--- src/rtl/mkio_pkg.sv ---
// Shared types for the MKIO remote-terminal scheduler: command word layout,
// scheduler states and the saturating counter helper.
package mkio_pkg;

    typedef struct packed {
        logic [4:0] addr;
        logic       tr;
        logic [4:0] sa;
        logic [4:0] wc;
    } cmd_word_t;

    typedef enum logic [2:0] {
        IDLE,
        START,
        WAIT_BUSY,
        SERVE,
        DRAIN
    } sched_state_t;

    localparam logic [4:0] BCAST_ADDR = 5'd31;

    function automatic logic [15:0] sat_add(input logic [15:0] a, input logic [1:0] inc);
        logic [16:0] s;
        s = {1'b0, a} + {15'b0, inc};
        return s[16] ? 16'hFFFF : s[15:0];
    endfunction

endpackage

--- src/rtl/mkio_tx_mux.sv ---
// NDEV-way selector of device transmit data/cd/ready towards the single encoder;
// everything is held at zero while en is low.
module mkio_tx_mux #(
    parameter int NDEV  = 4,
    parameter int SEL_W = 2
) (
    input  logic [NDEV*16-1:0] dev_tx_data,
    input  logic [NDEV-1:0]    dev_tx_cd,
    input  logic [NDEV-1:0]    dev_tx_ready,
    input  logic [SEL_W-1:0]   sel,
    input  logic               en,
    output logic [15:0]        tx_data,
    output logic               tx_cd,
    output logic               tx_ready
);

    always_comb begin
        // NOTE: every output gets a default before the conditional, so no latch is inferred.
        tx_data  = '0;
        tx_cd    = 1'b0;
        tx_ready = 1'b0;
        if (en) begin
            tx_data  = dev_tx_data[16*int'(sel) +: 16];
            tx_cd    = dev_tx_cd[sel];
            tx_ready = dev_tx_ready[sel];
        end
    end

endmodule

--- src/rtl/mkio_rt_sched.sv ---
// MKIO remote-terminal command scheduler: decodes transmit commands, starts one
// subaddress device and lends it the encoder. Define MKIO_STATS_EN for msg/err counters.
module mkio_rt_sched
    import mkio_pkg::*;
#(
    parameter logic [4:0]  RT_ADDR    = 5'd1,
    parameter int          NDEV       = 4,
    parameter logic [4:0]  SA_BASE    = 5'd1,
    parameter int          START_WAIT = 4,
    parameter logic [15:0] TIMEOUT    = 16'd4000,
    localparam int         SEL_W      = $clog2(NDEV)
) (
    input  logic                 clk,
    input  logic                 reset,
    input  logic [15:0]          rx_data,
    input  logic                 rx_valid,
    input  logic                 rx_cd,
    input  logic                 p_error,
    output logic [15:0]          cmd_word,
    output logic [NDEV-1:0]      dev_start,
    input  logic [NDEV-1:0]      dev_busy,
    input  logic [NDEV*16-1:0]   dev_tx_data,
    input  logic [NDEV-1:0]      dev_tx_cd,
    input  logic [NDEV-1:0]      dev_tx_ready,
    output logic [15:0]          tx_data,
    output logic                 tx_cd,
    output logic                 tx_ready,
    input  logic                 tx_busy,
    output logic                 active,
    output logic [SEL_W-1:0]     sel,
    output logic                 timeout_err,
    output logic [15:0]          msg_count,
    output logic [15:0]          err_count
);

    sched_state_t      state;
    logic [15:0]       cnt;
    cmd_word_t         rx_f;
    logic [SEL_W-1:0]  sa_idx;
    logic [NDEV-1:0]   start_vec;
    logic              sa_in_range;
    logic              accept;
    logic              take;
    logic              wait_timeout;
    logic              serve_timeout;

    assign rx_f        = cmd_word_t'(rx_data);
    assign sa_idx      = SEL_W'(rx_f.sa - SA_BASE);
    assign start_vec   = NDEV'(1) << sa_idx;
    assign sa_in_range = (rx_f.sa >= SA_BASE) && (int'(rx_f.sa) < int'(SA_BASE) + NDEV);
    assign accept      = rx_valid && rx_cd && !p_error && (rx_f.addr == RT_ADDR)
                         && rx_f.tr && sa_in_range;
    // A command arriving during the one-cycle start pulse is dropped so the pulse stays single.
    assign take        = accept && (state != START);

    assign wait_timeout  = (state == WAIT_BUSY) && !dev_busy[sel] && (cnt == 16'(START_WAIT - 1));
    assign serve_timeout = (state == SERVE) && dev_busy[sel] && (cnt == TIMEOUT - 16'd1);

    assign active = (state != IDLE);

    always_ff @(posedge clk or posedge reset) begin
        if (reset) begin
            state       <= IDLE;
            cmd_word    <= '0;
            sel         <= '0;
            dev_start   <= '0;
            cnt         <= '0;
            timeout_err <= 1'b0;
        end else begin
            // NOTE: non-blocking assignments keep every register reading pre-edge values.
            dev_start <= '0;
            if (take) begin
                cmd_word  <= rx_f;
                sel       <= sa_idx;
                dev_start <= start_vec;
                state     <= START;
            end else begin
                case (state)
                    IDLE: ;
                    START: begin
                        state <= WAIT_BUSY;
                        cnt   <= '0;
                    end
                    WAIT_BUSY: begin
                        if (dev_busy[sel]) begin
                            state <= SERVE;
                            cnt   <= '0;
                        end else if (wait_timeout) begin
                            timeout_err <= 1'b1;
                            state       <= IDLE;
                        end else begin
                            cnt <= cnt + 16'd1;
                        end
                    end
                    SERVE: begin
                        if (!dev_busy[sel]) begin
                            state <= DRAIN;
                        end else if (serve_timeout) begin
                            timeout_err <= 1'b1;
                            state       <= IDLE;
                        end else begin
                            cnt <= cnt + 16'd1;
                        end
                    end
                    DRAIN: if (!tx_busy) state <= IDLE;
                    default: state <= IDLE;
                endcase
            end
        end
    end

`ifdef MKIO_STATS_EN
    logic       reject;
    logic       supersede;
    logic       to_evt;
    logic [1:0] err_inc;

    // Broadcast words are counted as rejects; other foreign addresses are not ours to count.
    assign reject    = rx_valid && rx_cd && !accept
                       && ((rx_f.addr == RT_ADDR) || (rx_f.addr == BCAST_ADDR));
    assign supersede = accept && ((state == WAIT_BUSY) || (state == SERVE) || (state == DRAIN));
    assign to_evt    = (wait_timeout || serve_timeout) && !take;
    assign err_inc   = 2'(reject) + 2'(supersede) + 2'(to_evt);

    always_ff @(posedge clk or posedge reset) begin
        if (reset) begin
            msg_count <= '0;
            err_count <= '0;
        end else begin
            msg_count <= sat_add(msg_count, {1'b0, state == START});
            err_count <= sat_add(err_count, err_inc);
        end
    end
`else
    assign msg_count = '0;
    assign err_count = '0;
`endif

    mkio_tx_mux #(
        .NDEV  (NDEV),
        .SEL_W (SEL_W)
    ) u_tx_mux (
        .dev_tx_data  (dev_tx_data),
        .dev_tx_cd    (dev_tx_cd),
        .dev_tx_ready (dev_tx_ready),
        .sel          (sel),
        .en           (state == SERVE),
        .tx_data      (tx_data),
        .tx_cd        (tx_cd),
        .tx_ready     (tx_ready)
    );

endmodule
--- config.mk ---
export PLATFORM = sky130hd
export DESIGN_NAME = mkio_rt_sched
export DESIGN_NICKNAME = d
export VERILOG_FILES = /design/src/rtl/mkio_pkg.sv /design/src/rtl/mkio_tx_mux.sv /design/src/rtl/mkio_rt_sched.sv
export SDC_FILE = /design/constraint.sdc
export NUM_CORES = 1
export LEC_CHECK = 0
export BUFFER_PORTS_ARGS = -buffer_cell sky130_fd_sc_hd__buf_2
export CAP_MARGIN = 20
export CORE_UTILIZATION = 30
export DETAILED_ROUTE_END_ITERATION = 7
export GPL_TIMING_DRIVEN = 0
export RECOVER_POWER = 25
export SKIP_CTS_REPAIR_TIMING = 1
export SLEW_MARGIN = 20
export SYNTH_ARGS = -nofsm -noshare
export SYNTH_HDL_FRONTEND = slang
export SYNTH_HIERARCHICAL = 1
export SYNTH_SLANG_ARGS = --single-unit
--- constraint.sdc ---
create_clock -name clk -period 3.1 [get_ports clk]
set_input_delay 0.155 -clock clk [delete_from_list [all_inputs] [get_ports clk]]
set_output_delay 0.155 -clock clk [all_outputs]
set_load 0.1 [all_outputs]
# == Word-level counts from Yosys, hierarchy flattened ==
# Index checks and enable logic that the tools add are counted.
# classes
bitwise_logic,1
n_lt_le_gt_ge,3
shift,2
reduce_logical,20
n_addsub,2
n_mux,27
eq_ne,18
# op_table
op,n
2-to-1 mux 16 bit,5
variable part select 64 x 7 -> 16 bit,1
one-hot mux 16 bit (3 select lines),1
2-to-1 mux 3 bit,6
adder 16 x 1 -> 16 bit (second input constant),1
== test 16 x 12 -> 1 bit (second input constant),1
== test 16 x 2 -> 1 bit (second input constant),1
one-hot mux 3 bit (5 select lines),1
inequality test 2 bit (second input constant),6
logical AND 1 bit,11
2-to-1 mux 1 bit,9
binary-select mux 1 bit (select 2 bit),3
== test 3 x 2 -> 1 bit (second input constant),2
AND reduction 6 bit,1
nonzero test 3 bit,2
== test 5 x 1 -> 1 bit (second input constant),1
greater-or-equal comparator 5 x 1 -> 1 bit (second input constant),1
less-than comparator 5 x 3 -> 1 bit (second input constant),1
AND reduction 5 bit,1
2-to-1 mux 4 bit,1
inequality test 4 x 3 -> 1 bit (second input constant),1
inequality test 4 bit (second input constant),1
AND reduction 4 bit,1
<< shifter 1 x 2 -> 4 bit (first input constant),1
other kinds (12),13
# totals
reg_bits,42
in_bits,98
elab_cells,79

# == Longest topological paths before layout ==
# logic_depth
word_depth,9
mapped_depth,10
mapped_depth_nobuf,8

# == Cells and area by module ==
# Netlist, hierarchy kept.
# modules_own_cells
mod,cells_per_inst,instances,seq_area_each_um2,area_each_um2
mkio_rt_sched,252,1,1051.0,2356.0
mkio_tx_mux,63,1,0.0,570.5

# == Least setup slack after synthesis ==
# OpenSTA, ideal clock, no wires.
# synth_path
kind,register to output
from,register sel[0]
to,output tx_data[10]
n_path_buf,1
stages_incl_launch_ff,4
t_required_ns,2.945
slack_ns,-0.081
t_arrival_ns,3.026
cell_sequence,dfrtp_1 -> nand2_1 -> buf_2 -> o22ai_1
# synth_between
elab_chain_cells,2
# synth_rtl
element,line_no,source
start: declaration,mkio_rt_sched.sv:30,"output logic [SEL_W-1:0] sel,"
start signal: assignment,mkio_rt_sched.sv:74,sel <= sa_idx;
variable part select 64 x 7 -> 16 bit,mkio_tx_mux.sv:23,tx_data = dev_tx_data[16*int'(sel) +: 16];
2-to-1 mux 16 bit,mkio_tx_mux.sv:22,if (en) begin
end: declaration,mkio_rt_sched.sv:25,"output logic [15:0] tx_data,"
# No other way between the ends.

# == Worst setup path in the final report ==
# layout_path
from,register state[1]
to,output tx_data[12]
# layout_between
elab_chain_cells,2
# layout_rtl
element,line_no,source
start: declaration,mkio_rt_sched.sv:36,sched_state_t state;
start signal: assignment,mkio_rt_sched.sv:63,state <= IDLE;
start signal: assignment,mkio_rt_sched.sv:76,state <= START;
start signal: assignment,mkio_rt_sched.sv:81,state <= WAIT_BUSY;
== test 3 x 2 -> 1 bit,mkio_rt_sched.sv:147,".en (state == SERVE),"
2-to-1 mux 16 bit,mkio_tx_mux.sv:22,
# No other way between the ends.

==> results_dict.tcl <==
set metrics [dict create \
    cap_violations 1 \
    synth_edf_count 0 \
    synthSimpleGateAreaFrac 0.188 \
    yosysSeqAreaShare 0.359 \
    status "finished with violations" \
    fin_util 0.432 \
    slowest_delay_ns 0.46 \
    root_buffer "clkbuf_8" \
    synth.top_cell.area_share 0.359 \
    ys_types 51 \
    fp.dieW_um 101 \
    synth_warnings 6 \
    start_util 0.314 \
    dr_wl_met3_um 418 \
    clk_path_buf_depth 2 \
    first_pass_iters 4 \
    core_um2 9330 \
    worst_slack_ns 0.501 \
    gp_congestion 0.874 \
    power_density_nw_per_um2 541 \
    fin_nets 597 \
    layout-drive-gt1-share 0.402 \
    die-area_um2 10200 \
    drt-met1-wl_um 3670 \
    drc 0 \
    cts_sinks 42 \
    overflow 0 \
    drtIter0Drc 102 \
    clkSlewWorstSetupHoldPaths_ns 0.08 \
    async_flop_share 1.00 \
    crit_chain "nor2b_1 -> and2_0 -> nand2_1 -> buf_2 -> o22ai_1 -> buf_2" \
    setup_viol 0 \
    synthToLayoutAreaGrowth_pct 37.7 \
    synth_most_common_cell "dfrtp_1" \
    groute.usage.overall 0.156 \
    ys_top_cells_by_count "42 x dfrtp_1, 36 x mux2i_1, 36 x nand2_1" \
    vias_per_cell 4.65 \
    cp_slowest_cell "buf_2" \
    tightest_slew_ns 1.73 \
    met2WireLength_um 4070 \
    fin_skew_ns 0.00675 \
    vias 2901 \
    final_cell_area_um2 4030 \
    maxSlewViolCount 34 \
    die_y_um 101 \
    grt_pass1_vias 2622 \
    fillCellCount 949 \
    syn-instance-count 315 \
    max_clock_freq_ghz 0.385 \
    wl_um 8220 \
    synth_top_area_cell "dfrtp_1" \
    grt_max_degree 34 \
    ff_latch_area_um2 1050 \
    post-place-ws_ns 0.568 \
    diodes 0 \
    synth_area_leaders "dfrtp_1 36%, mux2i_1 12%, buf_4 8.5%, nand2_1 4.6%, o22ai_1 3.8%" \
    cp.required_ns 2.94 \
    num_rows 35 \
    synth_top_flop_cell "dfrtp_1" \
    path_buf_inv 2 \
    rsz0062_at_grt "false" \
    critical_path_arrival_ns 2.44 \
    cts_tree "yes" \
    ir_worst_vdd_mv 0.257 \
    post_drt_wl_per_cell_um 13.2 \
    dpl.hpwl_um 6650 \
    synth_fa_ha_area_frac 0.0214 \
    synth_mux_area_frac 0.131 \
    start_kind "register" \
    synth_top_family_by_area "simple AND/OR/NAND/NOR gates" \
    slew_headroom -0.151 \
    critPathKind "reg2out" \
    multiInputGateArea_um2 1600 \
    postRouteAntennaNets 0 \
    avgSynthCellArea_um2 9.29 \
    numCtsBuffers 5 \
    fin_crit_ns 2.60 \
    synth_compound_area_frac 0.162 \
    hold_class "in2reg" \
    static-leakage-power_nw 2.08 \
    end_kind "output port" \
    synthXorXnorAreaFrac 0 \
    clk_latency_ns 0.30 \
    crit_fanout 10 \
    antenna_found_initial 0 \
    grt_pass1_wl_um 12700 \
    top_layer "met4" \
    cp_common_cell "buf_2" \
    failed_checks "max-capacitance violations, max-slew violations" \
    synthesis.area_um2 2930 \
    finalCritPeriodShare 0.838 \
    ios 172 \
    critical-path-top-delay-family "simple AND/OR/NAND/NOR gates" \
    ys_seq_elements 42 \
    h-tree-depth 2 \
    finalHoldViolCount 0 \
    portBuffers 139 \
    place_area_um2 3920 \
]
==> metal layers <==
| layer | GRT usage | vias to the layer above |
|---|---|---|
| met4 | 0.0379 | 0 |
| li1 | - | 1450 |
| met1 | 0.204 | 1366 |
| met3 | 0.0326 | 7 |
| met5 | 0 | - |
| met2 | 0.263 | 78 |
==> power breakdown <==
group / internal (mW) / switching [mW] / total, mW
logic: 0.278 / 0.869 / 1.15
clock network: 0.237 / 0.194 / 0.431
registers: 0.572 / 0.0275 / 0.600
==> logic make-up after synthesis <==
kind of cell / after synthesis
AOI/OAI and AO/OA: 71
adders and majority gates: 5
buffers and inverters: 55
DFF: 42
muxes: 37
other: 1
and+or+nand+nor: 104
==> flip-flops by register name, summed over array words and instances, names as in the netlist <==
| register | cells |
|---|---|
| cmd_word | 16 |
| cnt | 16 |
| dev_start | 4 |
| state | 3 |
| sel | 2 |
| timeout_err | 1 |
==> tightest hold or removal path, stage by stage <==
cell,delay (ns)
buf_2,0.08
nand2_1,0.04
nand2_1,0.05
==> through the flow <==
stage	TNS, ns	hold slack [ns]	std cells	power (mW)
detailed placement	0	0.0953	615	1.75
global placement	0	0.364	614	1.75
finish	0	0.0604	624	2.18
floorplan	-0.813	0.240	346	1.54
global route	0	0.0524	624	2.28
CTS	0	-0.228	623	2.19
==> final timing paths <==
check	startpoint	to	slack [ns]	cells past startpoint
max	state[1]	tx_data[12]	0.50	6
min	rx_data[1]	cmd_word[1]	0.06	3
max reg2reg	cnt[5]	cnt[15]	0.55	8
min reg2reg	cmd_word[10]	cmd_word[10]	0.46	1
max in group asynchronous	reset	cmd_word[10]	0.80	4
min in group asynchronous	reset	cnt[6]	0.37	3
==> placed cells by master (no fill, tap or decap), types with 4 or more instances in the layout <==
cell type  netlist  final
o22ai_1         18     18
buf_4           33     33
nor3_1           4      4
and2_1           5      5
a31oi_1          4      4
nor2b_1          9      9
a21oi_1          4      4
mux2i_1         36     36
buf_2            3    142
nor2_1          14     14
nand4_1          6      6
o31ai_1          9      9
o21ai_0         18     18
clkbuf_8         0      5
clkbuf_1         3      4
conb_1           1     32
dfrtp_1         42     42
nand2_1         36     36
nand3_1          5      5
ha_1             5      5
inv_1            9      9
==> final cells by class <==
type | instances | share of cell area
Multi-Input combinational cell | 249 | 0.397
Sequential cell | 42 | 0.261
Timing Repair Buffer | 141 | 0.176
Buffer | 46 | 0.0910
Tap cell | 129 | 0.0401
Clock buffer | 5 | 0.0171
Clock inverter | 3 | 0.00994
Inverter | 9 | 0.00839
Note: power is estimated with default switching activity, not from simulation.
